`config.mk`:
```
export PLATFORM = sky130hd
export DESIGN_NAME = can_bit_timing
export DESIGN_NICKNAME = d
export VERILOG_FILES = /design/src/rtl/can_pkg.sv /design/src/rtl/can_tq_prescaler.sv /design/src/rtl/can_bit_timing.sv
export SDC_FILE = /design/constraint.sdc
export NUM_CORES = 1
export LEC_CHECK = 0
export CORE_MARGIN = 3
export CORE_UTILIZATION = 62
export CTS_BUF_LIST = sky130_fd_sc_hd__clkbuf_16
export CTS_CLUSTER_SIZE = 16
export DETAILED_ROUTE_END_ITERATION = 10
export GPL_ROUTABILITY_DRIVEN = 0
export PLACE_DENSITY = 0.83
export RECOVER_POWER = 50
export SETUP_SLACK_MARGIN = 0.02
export SYNTH_ARGS = -nofsm -noshare
export SYNTH_HDL_FRONTEND = slang
export SYNTH_HIERARCHICAL = 1
export SYNTH_SLANG_ARGS = --single-unit
```
`constraint.sdc`:
```
create_clock -name clk -period 7.1 [get_ports clk]
set_input_delay 0.71 -clock clk [delete_from_list [all_inputs] [get_ports clk]]
set_output_delay 0.71 -clock clk [all_outputs]
set_load 0.05 [all_outputs]
```
`src/rtl/can_pkg.sv`:
```
// can_pkg
//   Shared definitions for the CAN bit-timing slice.
//   - Default parameter widths for the bit-timing configuration ports.
//   - Bus level names (RECESSIVE / DOMINANT).
//   - Bit-timing FSM state encoding.
package can_pkg;

  localparam int BRP_W_DEF   = 6;
  localparam int TSEG1_W_DEF = 4;
  localparam int TSEG2_W_DEF = 3;
  localparam int SJW_W_DEF   = 2;

  localparam logic RECESSIVE = 1'b1;
  localparam logic DOMINANT  = 1'b0;

  typedef enum logic [1:0] {
    IDLE  = 2'd0,
    SYNC  = 2'd1,
    TSEG1 = 2'd2,
    TSEG2 = 2'd3
  } bt_state_t;

endpackage

```
`src/rtl/can_tq_prescaler.sv`:
```
// can_tq_prescaler
//   Divides clk by (brp+1) to produce the time-quantum tick.
//   Ports:
//     clk     : clock
//     rst     : synchronous, active-low reset
//     clear   : restart the quantum at count 0 on the next clk
//     brp     : prescaler value; one tq = brp+1 clk
//     tq_tick : high on the last clk of each tq
module can_tq_prescaler
  import can_pkg::*;
#(
  parameter int BRP_W = BRP_W_DEF
) (
  input  logic             clk,
  input  logic             rst,
  input  logic             clear,
  input  logic [BRP_W-1:0] brp,
  output logic             tq_tick
);

  logic [BRP_W-1:0] count;

  assign tq_tick = (count == brp);

  always_ff @(posedge clk) begin
    if (!rst) begin
      count <= '0;
    end else if (clear || tq_tick) begin
      count <= '0;
    end else begin
      count <= count + 1'b1;
    end
  end

endmodule

```
`src/rtl/can_bit_timing.sv`:
```
// can_bit_timing
//   CAN nominal bit-timing controller. Splits each bit into SYNC / TSEG1 /
//   TSEG2 time quanta, hard-syncs or resyncs on recessive-to-dominant edges
//   and marks the sample point for the decoder.
//   Ports:
//     clk, rst     : clock, synchronous active-low reset
//     enable       : run; low forces IDLE. Config latches on its rising edge.
//     brp          : tq = brp+1 clk
//     tseg1        : TSEG1 = tseg1+1 tq (values below 1 are treated as 1)
//     tseg2        : TSEG2 = tseg2+1 tq (values below 1 are treated as 1)
//     sjw          : SJW = min(sjw, tseg2)+1 tq
//     rx           : raw asynchronous bus level
//     bus_idle     : 1 lets an edge hard-sync instead of resync
//     rx_bit       : bus value captured at the last sample point
//     sample_point : one-cycle pulse, the clk after the last clk of TSEG1,
//                    coinciding with the updated rx_bit
//     tx_point     : one-cycle pulse on the first clk of SYNC
//     hard_synced  : one-cycle pulse after a hard sync was taken
//   The enum signal `state` is the FSM state for checkers to observe.
//   Width assumption: SJW_W and TSEG2_W do not exceed TSEG1_W+1.
module can_bit_timing
  import can_pkg::*;
#(
  parameter int BRP_W   = BRP_W_DEF,
  parameter int TSEG1_W = TSEG1_W_DEF,
  parameter int TSEG2_W = TSEG2_W_DEF,
  parameter int SJW_W   = SJW_W_DEF
) (
  input  logic               clk,
  input  logic               rst,
  input  logic               enable,
  input  logic [BRP_W-1:0]   brp,
  input  logic [TSEG1_W-1:0] tseg1,
  input  logic [TSEG2_W-1:0] tseg2,
  input  logic [SJW_W-1:0]   sjw,
  input  logic               rx,
  input  logic               bus_idle,
  output logic               rx_bit,
  output logic               sample_point,
  output logic               tx_point,
  output logic               hard_synced
);

  // Wide enough for a TSEG1 terminal index plus the largest late extension.
  localparam int CNT_W = ((TSEG1_W > TSEG2_W) ? TSEG1_W : TSEG2_W) + 1;

  // Synchroniser and latched configuration
  logic             rx_meta;
  logic             rx_s;
  logic             en_d;
  logic [BRP_W-1:0] cfg_brp;
  logic [CNT_W-1:0] cfg_t1;      // TSEG1 terminal tq index
  logic [CNT_W-1:0] cfg_t2;      // TSEG2 terminal tq index
  logic [CNT_W-1:0] cfg_sjw_tq;  // effective SJW in tq

  logic [CNT_W-1:0] t1_req;
  logic [CNT_W-1:0] t2_req;
  logic [CNT_W-1:0] sjw_req;
  logic [CNT_W-1:0] sjw_min;

  assign t1_req  = (tseg1 == '0) ? CNT_W'(1) : CNT_W'(tseg1);
  assign t2_req  = (tseg2 == '0) ? CNT_W'(1) : CNT_W'(tseg2);
  assign sjw_req = CNT_W'(sjw);
  assign sjw_min = (sjw_req < t2_req) ? sjw_req : t2_req;

  always_ff @(posedge clk) begin
    if (!rst) begin
      rx_meta    <= RECESSIVE;
      rx_s       <= RECESSIVE;
      en_d       <= 1'b0;
      cfg_brp    <= '0;
      cfg_t1     <= '0;
      cfg_t2     <= '0;
      cfg_sjw_tq <= '0;
    end else begin
      rx_meta <= rx;
      rx_s    <= rx_meta;
      en_d    <= enable;
      if (enable && !en_d) begin
        cfg_brp    <= brp;
        cfg_t1     <= t1_req;
        cfg_t2     <= t2_req;
        cfg_sjw_tq <= sjw_min + CNT_W'(1);
      end
    end
  end

  // FSM state, segment counter and edge bookkeeping
  bt_state_t        state, state_n;
  logic [CNT_W-1:0] tq_cnt, tq_cnt_n;
  logic [CNT_W-1:0] seg_end, seg_end_n;   // terminal tq index of current segment
  logic [CNT_W-1:0] end_eff;              // seg_end after this clk's resync
  logic             edge_taken, edge_taken_n;
  logic             rx_bit_n;
  logic             sample_point_n;
  logic             tx_point_n;
  logic             hard_synced_n;

  logic             presc_clr;
  logic             tq_tick;
  logic             edge_valid;
  logic             hard_sync;
  logic             resync;
  logic [CNT_W-1:0] remaining;
  logic [CNT_W-1:0] late_ext;

  can_tq_prescaler #(
    .BRP_W(BRP_W)
  ) u_prescaler (
    .clk     (clk),
    .rst     (rst),
    .clear   (presc_clr),
    .brp     (cfg_brp),
    .tq_tick (tq_tick)
  );

  // An edge is a dominant level while the last sampled bit was recessive;
  // only the first one per bit (until the next sample point) counts.
  assign edge_valid = (rx_s == DOMINANT) && (rx_bit == RECESSIVE) && !edge_taken;
  assign hard_sync  = edge_valid && bus_idle && (state != IDLE);
  assign resync     = edge_valid && !bus_idle;

  // tq left in TSEG2 including the current one.
  assign remaining = seg_end - tq_cnt + CNT_W'(1);
  // Late-edge extension: phase error (k+1) limited to SJW.
  assign late_ext  = ((tq_cnt + CNT_W'(1)) < cfg_sjw_tq) ? (tq_cnt + CNT_W'(1)) : cfg_sjw_tq;

  always_ff @(posedge clk) begin
    if (!rst) begin
      state        <= IDLE;
      tq_cnt       <= '0;
      seg_end      <= '0;
      edge_taken   <= 1'b0;
      rx_bit       <= RECESSIVE;
      sample_point <= 1'b0;
      tx_point     <= 1'b0;
      hard_synced  <= 1'b0;
    end else begin
      state        <= state_n;
      tq_cnt       <= tq_cnt_n;
      seg_end      <= seg_end_n;
      edge_taken   <= edge_taken_n;
      rx_bit       <= rx_bit_n;
      sample_point <= sample_point_n;
      tx_point     <= tx_point_n;
      hard_synced  <= hard_synced_n;
    end
  end

  always_comb begin
    state_n        = state;
    tq_cnt_n       = tq_cnt;
    seg_end_n      = seg_end;
    end_eff        = seg_end;
    edge_taken_n   = edge_taken;
    rx_bit_n       = rx_bit;
    sample_point_n = 1'b0;
    tx_point_n     = 1'b0;
    hard_synced_n  = 1'b0;
    presc_clr      = 1'b0;

    if (!enable) begin
      state_n      = IDLE;
      tq_cnt_n     = '0;
      seg_end_n    = '0;
      edge_taken_n = 1'b0;
      presc_clr    = 1'b1;
    end else if (hard_sync) begin
      // The tq holding the edge stands in for SYNC; TSEG1 starts fresh.
      state_n       = TSEG1;
      tq_cnt_n      = '0;
      seg_end_n     = cfg_t1;
      edge_taken_n  = 1'b1;
      hard_synced_n = 1'b1;
      presc_clr     = 1'b1;
    end else begin
      case (state)
        IDLE: begin
          state_n      = SYNC;
          tq_cnt_n     = '0;
          seg_end_n    = '0;
          edge_taken_n = 1'b0;
          tx_point_n   = 1'b1;
          presc_clr    = 1'b1;
        end

        SYNC: begin
          // An edge inside SYNC is already in phase: consume it, no jump.
          if (resync) begin
            edge_taken_n = 1'b1;
          end
          if (tq_tick) begin
            state_n   = TSEG1;
            tq_cnt_n  = '0;
            seg_end_n = cfg_t1;
          end
        end

        TSEG1: begin
          if (resync) begin
            end_eff      = seg_end + late_ext;
            edge_taken_n = 1'b1;
          end
          seg_end_n = end_eff;
          if (tq_tick) begin
            if (tq_cnt == end_eff) begin
              state_n        = TSEG2;
              tq_cnt_n       = '0;
              seg_end_n      = cfg_t2;
              sample_point_n = 1'b1;
              rx_bit_n       = rx_s;
              edge_taken_n   = 1'b0;
            end else begin
              tq_cnt_n = tq_cnt + CNT_W'(1);
            end
          end
        end

        TSEG2: begin
          if (resync && (remaining <= cfg_sjw_tq)) begin
            // Early edge close to the bit end: this edge becomes SYNC.
            state_n      = TSEG1;
            tq_cnt_n     = '0;
            seg_end_n    = cfg_t1;
            edge_taken_n = 1'b1;
            presc_clr    = 1'b1;
          end else begin
            if (resync) begin
              end_eff      = seg_end - cfg_sjw_tq;
              edge_taken_n = 1'b1;
            end
            seg_end_n = end_eff;
            if (tq_tick) begin
              if (tq_cnt == end_eff) begin
                state_n    = SYNC;
                tq_cnt_n   = '0;
                seg_end_n  = '0;
                tx_point_n = 1'b1;
              end else begin
                tq_cnt_n = tq_cnt + CNT_W'(1);
              end
            end
          end
        end

        default: begin
          state_n = IDLE;
        end
      endcase
    end
  end

endmodule

```
==> results of run 1 <==
==> logic make-up after synthesis <==
kind of cell               count (synthesis)  share of synthesized area [%]
muxes                                      6                           1.81
DFF                                       43                           25.5
buffers and inverters                     45                           5.96
and+or+nand+nor                          135                           21.3
adders and majority gates                 34                           13.3
xor gates and xnor gates                  27                           7.00
AOI/OAI and AO/OA                        117                           25.2
==> worst min-delay path by stage <==
| stage | startpoint | to | slack, ns | cells past startpoint |
|---|---|---|---|---|
| global route | rx_meta$_SDFF_PN1_ | rx_s$_SDFF_PN1_ | 0.45 | 1 |
| finish | rx_meta$_SDFF_PN1_ | rx_s$_SDFF_PN1_ | 0.41 | 1 |
| CTS | rx_meta$_SDFF_PN1_ | rx_s$_SDFF_PN1_ | 0.41 | 1 |
| global placement | rx_meta$_SDFF_PN1_ | rx_s$_SDFF_PN1_ | 0.39 | 1 |
| detailed placement | rx_meta$_SDFF_PN1_ | rx_s$_SDFF_PN1_ | 0.40 | 1 |
| floorplan | rx_meta$_SDFF_PN1_ | rx_s$_SDFF_PN1_ | 0.39 | 1 |
==> cells in the mapped netlist (all sizes together) (2+ instances only) <==
cell type and number:
nand2 46, dfxtp 43, ha 31, a21oi 25
inv 25, nor2 25, o21ai 20, clkbuf 17
xor2 17, a21boi 14, a211oi 11, nand3 11
xnor2 10, a21o 9, nor3 8, nand2b 7
nor2b 7, and3 5, mux2i 5, nor4 5
o2111ai 4, o31ai 4, a2111oi 3, and3b 3
buf 3, fa 3, nand4 3, nor4b 3
o211ai 3, o21a 3, and2 2, and4b 2
nand4b 2, o2bb2ai 2, o311a 2, o32ai 2
o41ai 2
==> area by class of cell <==
class                   count  area, um2  share of cell area, %
clock buffers               5        125                   3.35
clock inverters             3       16.3                  0.435
inverters                  25       93.8                   2.51
multi-input cells         319       2320                   62.0
flip-flops and latches     43        861                   23.0
well taps                  70       87.6                   2.34
repair buffers             24        238                   6.36
==> per-stage QoR <==
stage               power (mW)  hold WS, ns  utilization (%)  cell area, um2  setup slack, ns
floorplan                0.380        0.386                -            3380             3.12
global placement         0.418        0.388             69.1            3600             2.81
detailed placement       0.424        0.398             69.1            3600             2.66
CTS                      0.645        0.412             71.8            3740             2.62
global route             0.674        0.449             71.8            3740             2.21
finish                   0.649        0.406             71.8            3740             2.56
==> cell usage in the layout (no fill, tap or decap), types with 14 or more instances in the layout <==
master	n
clkdlybuf4s50_1	17
nor2_1	25
o21ai_0	17
dfxtp_1	43
nand2_1	46
a21boi_0	14
xor2_1	17
inv_1	26
a21oi_1	24
ha_1	31
==> worst max-delay path, cell delays in order, from the launching register on <==
cell and delay, ns:
dfxtp_1 0.49, ha_1 0.29, xor2_1 0.21, ha_1 0.25, nor2b_1 0.12, o21ai_0 0.15, and3b_1 0.31, a21oi_1 0.11
ha_1 0.23, fa_1 0.41, a21o_1 0.21, a21o_1 0.22, a211o_1 0.28, a221o_1 0.35, a21oi_4 0.39, o2bb2ai_2 0.12
a2111oi_2 0.31
==> state kept, by name (all words and copies together), names as in the netlist <==
register,flops
cfg_brp,6
sample_point,1
rx_meta,1
cfg_t1,4
rx_bit,1
en_d,1
u_prescaler/count,6
cfg_t2,3
tx_point,1
state,2
cfg_sjw_tq,4
rx_s,1
seg_end,5
hard_synced,1
edge_taken,1
tq_cnt,5
==> routing by layer <==
layer	vias to the layer above	global-route usage, %	wire length [um]
met5	-	0	0
met4	0	11.3	318
met3	42	4.51	669
met2	171	46.1	3950
met1	1507	37.9	3740
li1	1506	-	-
==> power breakdown <==
group          internal (mW)  switching (mW)  total (mW)
clock                  0.128          0.0959       0.224
sequential             0.251          0.0111       0.262
combinational         0.0618           0.101       0.163
total                  0.441           0.208       0.649
==> impl_metrics.toml, run 1 <==
[logic_synthesis]
synth_edf_count = 0
ys_seq_area_share_pct = 25.5
synth_area_leaders = "dfxtp_1 25%, ha_1 11%, nand2_1 5.1%"
synth-async-reset-ratio_pct = 0
ys_ff_latch = 43
syn_nets = 461
synthCells = 407
ys_warn_count = 6
synth_top_area_share_pct = 25.5
ys_types = 70
synth_largest_area_cell = "dfxtp_1"
synthesis.area_mm2 = 0.00338
ys.flop_type = "dfxtp_1"
synth.avg_cell_area_um2 = 8.30

[timing]
clock_skew_ns = 0.00442
fin_crit_sh_pct = 64.0
drv_slew = 0
finalHoldViolations = 0
fmax_mhz = 220
setup-tns-final_ns = 0
worstMarginPinSlew_ns = 1.11
rsz0062_at_grt = "false"
period_needed_ns = 4.54
slew_headroom_pct = 26.2
setup_viol = 0

[finish]
syn2layout_area_growth_pct = 10.6
insertedDiodeCount = 0
fill_cells = 415
layout.nets = 472
fin_cells = 489
drive_gt1_share_pct = 5.49

[clocking]
cts_buffers = 5
cts_setup_buffers = 0
cts_tree = "done"
path_clk_slew_ns = 0.06
clock_path_buffers = 2
h-tree-depth = 2
insertion_delay_ns = 0.29
post_cts_resized = 0
postCtsHoldBufs = 0
cts.sinks = 43
clock-root-buffer = "clkbuf_16"

[floorplan]
ios = 24
std_cell_rows = 26
die_w_um = 79.8
die_h_um = 79.8
start_util_pct = 64.9
core-area_mm2 = 0.00520
die_area_mm2 = 0.00637

[routing]
via_per_inst = 6.60
wl_per_cell_um = 17.8
drt_pass1_iterations = 6
finalWirelength_um = 8680
postRouteAntennaNets = 0
drt-initial-drc-count = 302
drc = 0
num_vias = 3226

[outcome]
status = "complete, no violations"

[worst_setup_path]
reg2reg_from = "tq_cnt[0]$_SDFFE_PP0P_"
crit_start = "tq_cnt[0]$_SDFFE_PP0P_"
critPathArrivalTime_ns = 4.72
path_class = "register to register"
cp-endpoint = "state[1]$_SDFFE_PN0P_"
reg2reg_to = "state[1]$_SDFFE_PN0P_"
crit_path_end_kind = "register"
reg2regPathDepth = 16
required_ns = 7.28
worstPathMaxFanout = 10
reg2reg_slack_ns = 2.56
crit_path_start_kind = "register"

[placed_design]
portBuffers = 23
place_inst = 481
dp_hpwl_um = 6390

[global_routing]
grt_remaining_overflow = 0
antenna_found_initial = 0
grt_pass1_wl_um = 14300
grt_pass1_vias = 3025
grtUsageTotal_pct = 28.5
grt_max_degree = 25

[power]
ir_drop_uv = 115
power_density_mw_per_mm2 = 174
p_leak_nw = 1.58

[worst_hold_path]
holdCritPathClass = "register to register"

[flow_run]
maxCapViolCount = 0
No activity file was read; power rests on OpenSTA's default activity.
==> run 2: changes to the inputs <==
Settings changed: CORE_UTILIZATION 62 to 60, PLACE_DENSITY 0.83 to 0.81.
Clock period 7.1 ns to 4.2 ns, I/O delays scaled along.
==> run 2 against run 1 <==
Against the previous run: clock power up 70%; register-to-register slack worse by 2.5 ns; count of clock-buffer cells in the layout unchanged; wire length down 0.55%; die area up 3.1%; critical path depth up 3; critical endpoint is now state[0]$_SDFFE_PP0P_; largest cell class unchanged.
==> impl_metrics.toml, run 2 (synthesis gave the netlist of run 1 again) <==
[worst_setup_path]
crit_start = "tq_cnt[1]$_SDFFE_PP0P_"
required_ns = 4.40
worstPathMaxFanout = 8
path_class = "register to register"
critPathArrivalTime_ns = 4.33
critPathBufInv = 3
cpMaxStageDelayCell = "fa_2"
crit_chain = "buf_4, nand3_1, xnor2_2, ha_1, o21ai_1, and3b_2, nor2_2, a21oi_2, ha_2, fa_2, xor2_1, nor4b_1, o32ai_2, nand2b_4, a21oi_4, buf_6, clkbuf_16, o2111a_1, a211oi_1"
crit_path_start_kind = "register"
crit_path_end_kind = "register"
crit_family = "adder cells"
reg2reg_from = "tq_cnt[1]$_SDFFE_PP0P_"
critPathMaxStageDelay_ns = 0.62

[finish]
syn2layout_area_growth_pct = 19.5
fin_cells = 510
drive_gt1_share_pct = 13.4
final_cell_mix = "46 x nand2_1, 41 x dfxtp_1, 29 x ha_1"
fin_util_pct = 76.7
reg_top3 = "cfg_brp: 6 flops, u_prescaler/count: 6 flops"
fin_area_mm2 = 0.00404
layout_commonest_cell = "nand2_1"
layout.nets = 493
insertedDiodeCount = 0

[floorplan]
die_area_mm2 = 0.00657
ios = 24
die_h_um = 81.1
die_w_um = 81.1
core-area_mm2 = 0.00527
start_util_pct = 64.1
std_cell_rows = 26

[clocking]
clock_path_buffers = 2
cts_buffers = 5
cts.sinks = 43
h-tree-depth = 2
path_clk_slew_ns = 0.07
postCtsHoldBufs = 0
cts_tree = "done"
clock-root-buffer = "clkbuf_16"
insertion_delay_ns = 0.29

[routing]
via_per_inst = 6.30
finalWirelength_um = 8630
drt_pass1_iterations = 6
postRouteAntennaNets = 0
num_vias = 3212
drt-initial-drc-count = 462
drc = 0
wl_per_cell_um = 16.9

[placed_design]
placed_area_mm2 = 0.00369
place_inst = 494
portBuffers = 23
dp_hpwl_um = 6030

[global_routing]
grt_pass1_wl_um = 13400
grt_max_degree = 25
grt_remaining_overflow = 0
antenna_found_initial = 0
grt_pass1_vias = 2846
grtUsageTotal_pct = 25.9

[timing]
setup_viol = 0
finalHoldViolations = 0
clock_skew_ns = 0.00994
drv_slew = 0
period_needed_ns = 4.13
fmax_mhz = 242
fin_crit_sh_pct = 98.3
slew_headroom_pct = 42.2
rsz0062_at_grt = "true"
worstMarginPinSlew_ns = 0.868

[power]
power_density_mw_per_mm2 = 288
p_leak_nw = 1.70
ir_drop_uv = 253

[worst_hold_path]
holdCritPathClass = "register to register"
min-delay-start = "rx_meta$_SDFF_PN1_"

[outcome]
status = "complete, no violations"

[flow_run]
maxCapViolCount = 0
run 2: final timing paths:
| path | end | slack, ns | cells past startpoint |
|---|---|---|---|
| max | state[0]$_SDFFE_PP0P_ | 0.07 | 19 |
| min | rx_s$_SDFF_PN1_ | 0.41 | 1 |
| max reg2reg | state[0]$_SDFFE_PP0P_ | 0.07 | 19 |
| min reg2reg | rx_s$_SDFF_PN1_ | 0.41 | 1 |
run 2: layout make-up:
type                    count  area (um2)
inverters                  25        93.8
multi-input cells         319        2410
repair buffers             45         442
clock inverters             3        16.3
fillers                   386        1230
flip-flops and latches     43         866
well taps                  70        87.6
clock buffers               5         125
run 2: where the power goes:
part	total, mW	switching (mW)	internal (mW)
registers	0.439	0.0145	0.425
clock network	0.380	0.163	0.217
logic	0.343	0.192	0.150
total	1.16	0.370	0.793
run 2: per-stage QoR:
stage | hold slack, ns | setup WS [ns] | TNS [ns] | power [mW]
after global routing | 0.438 | -0.0719 | -0.331 | 1.21
final | 0.409 | 0.0712 | 0 | 1.16
after global placement | 0.392 | 0.128 | 0 | 0.714
after CTS | 0.410 | 0.0405 | 0 | 1.11
after detailed placement | 0.394 | 0.00950 | 0 | 0.721
after floorplan | 0.386 | 0.222 | 0 | 0.643
run 2: per-layer routing:
| metal | share of wire [%] | routed length, um | GRT usage [%] | vias up |
|---|---|---|---|---|
| li1 | - | - | - | 1535 |
| met1 | 44 | 3800 | 35.5 | 1463 |
| met2 | 45 | 3920 | 41.2 | 186 |
| met3 | 8.4 | 726 | 5.10 | 28 |
| met4 | 2.2 | 191 | 7.26 | 0 |
| met5 | 0 | 0 | 0 | - |
run 2: timing repair:
action,CTS,global route
setup buffers,1,6
endpoints found under the setup margin,5,15
resized for setup,0,25
cloned,0,1
pin swaps,1,9
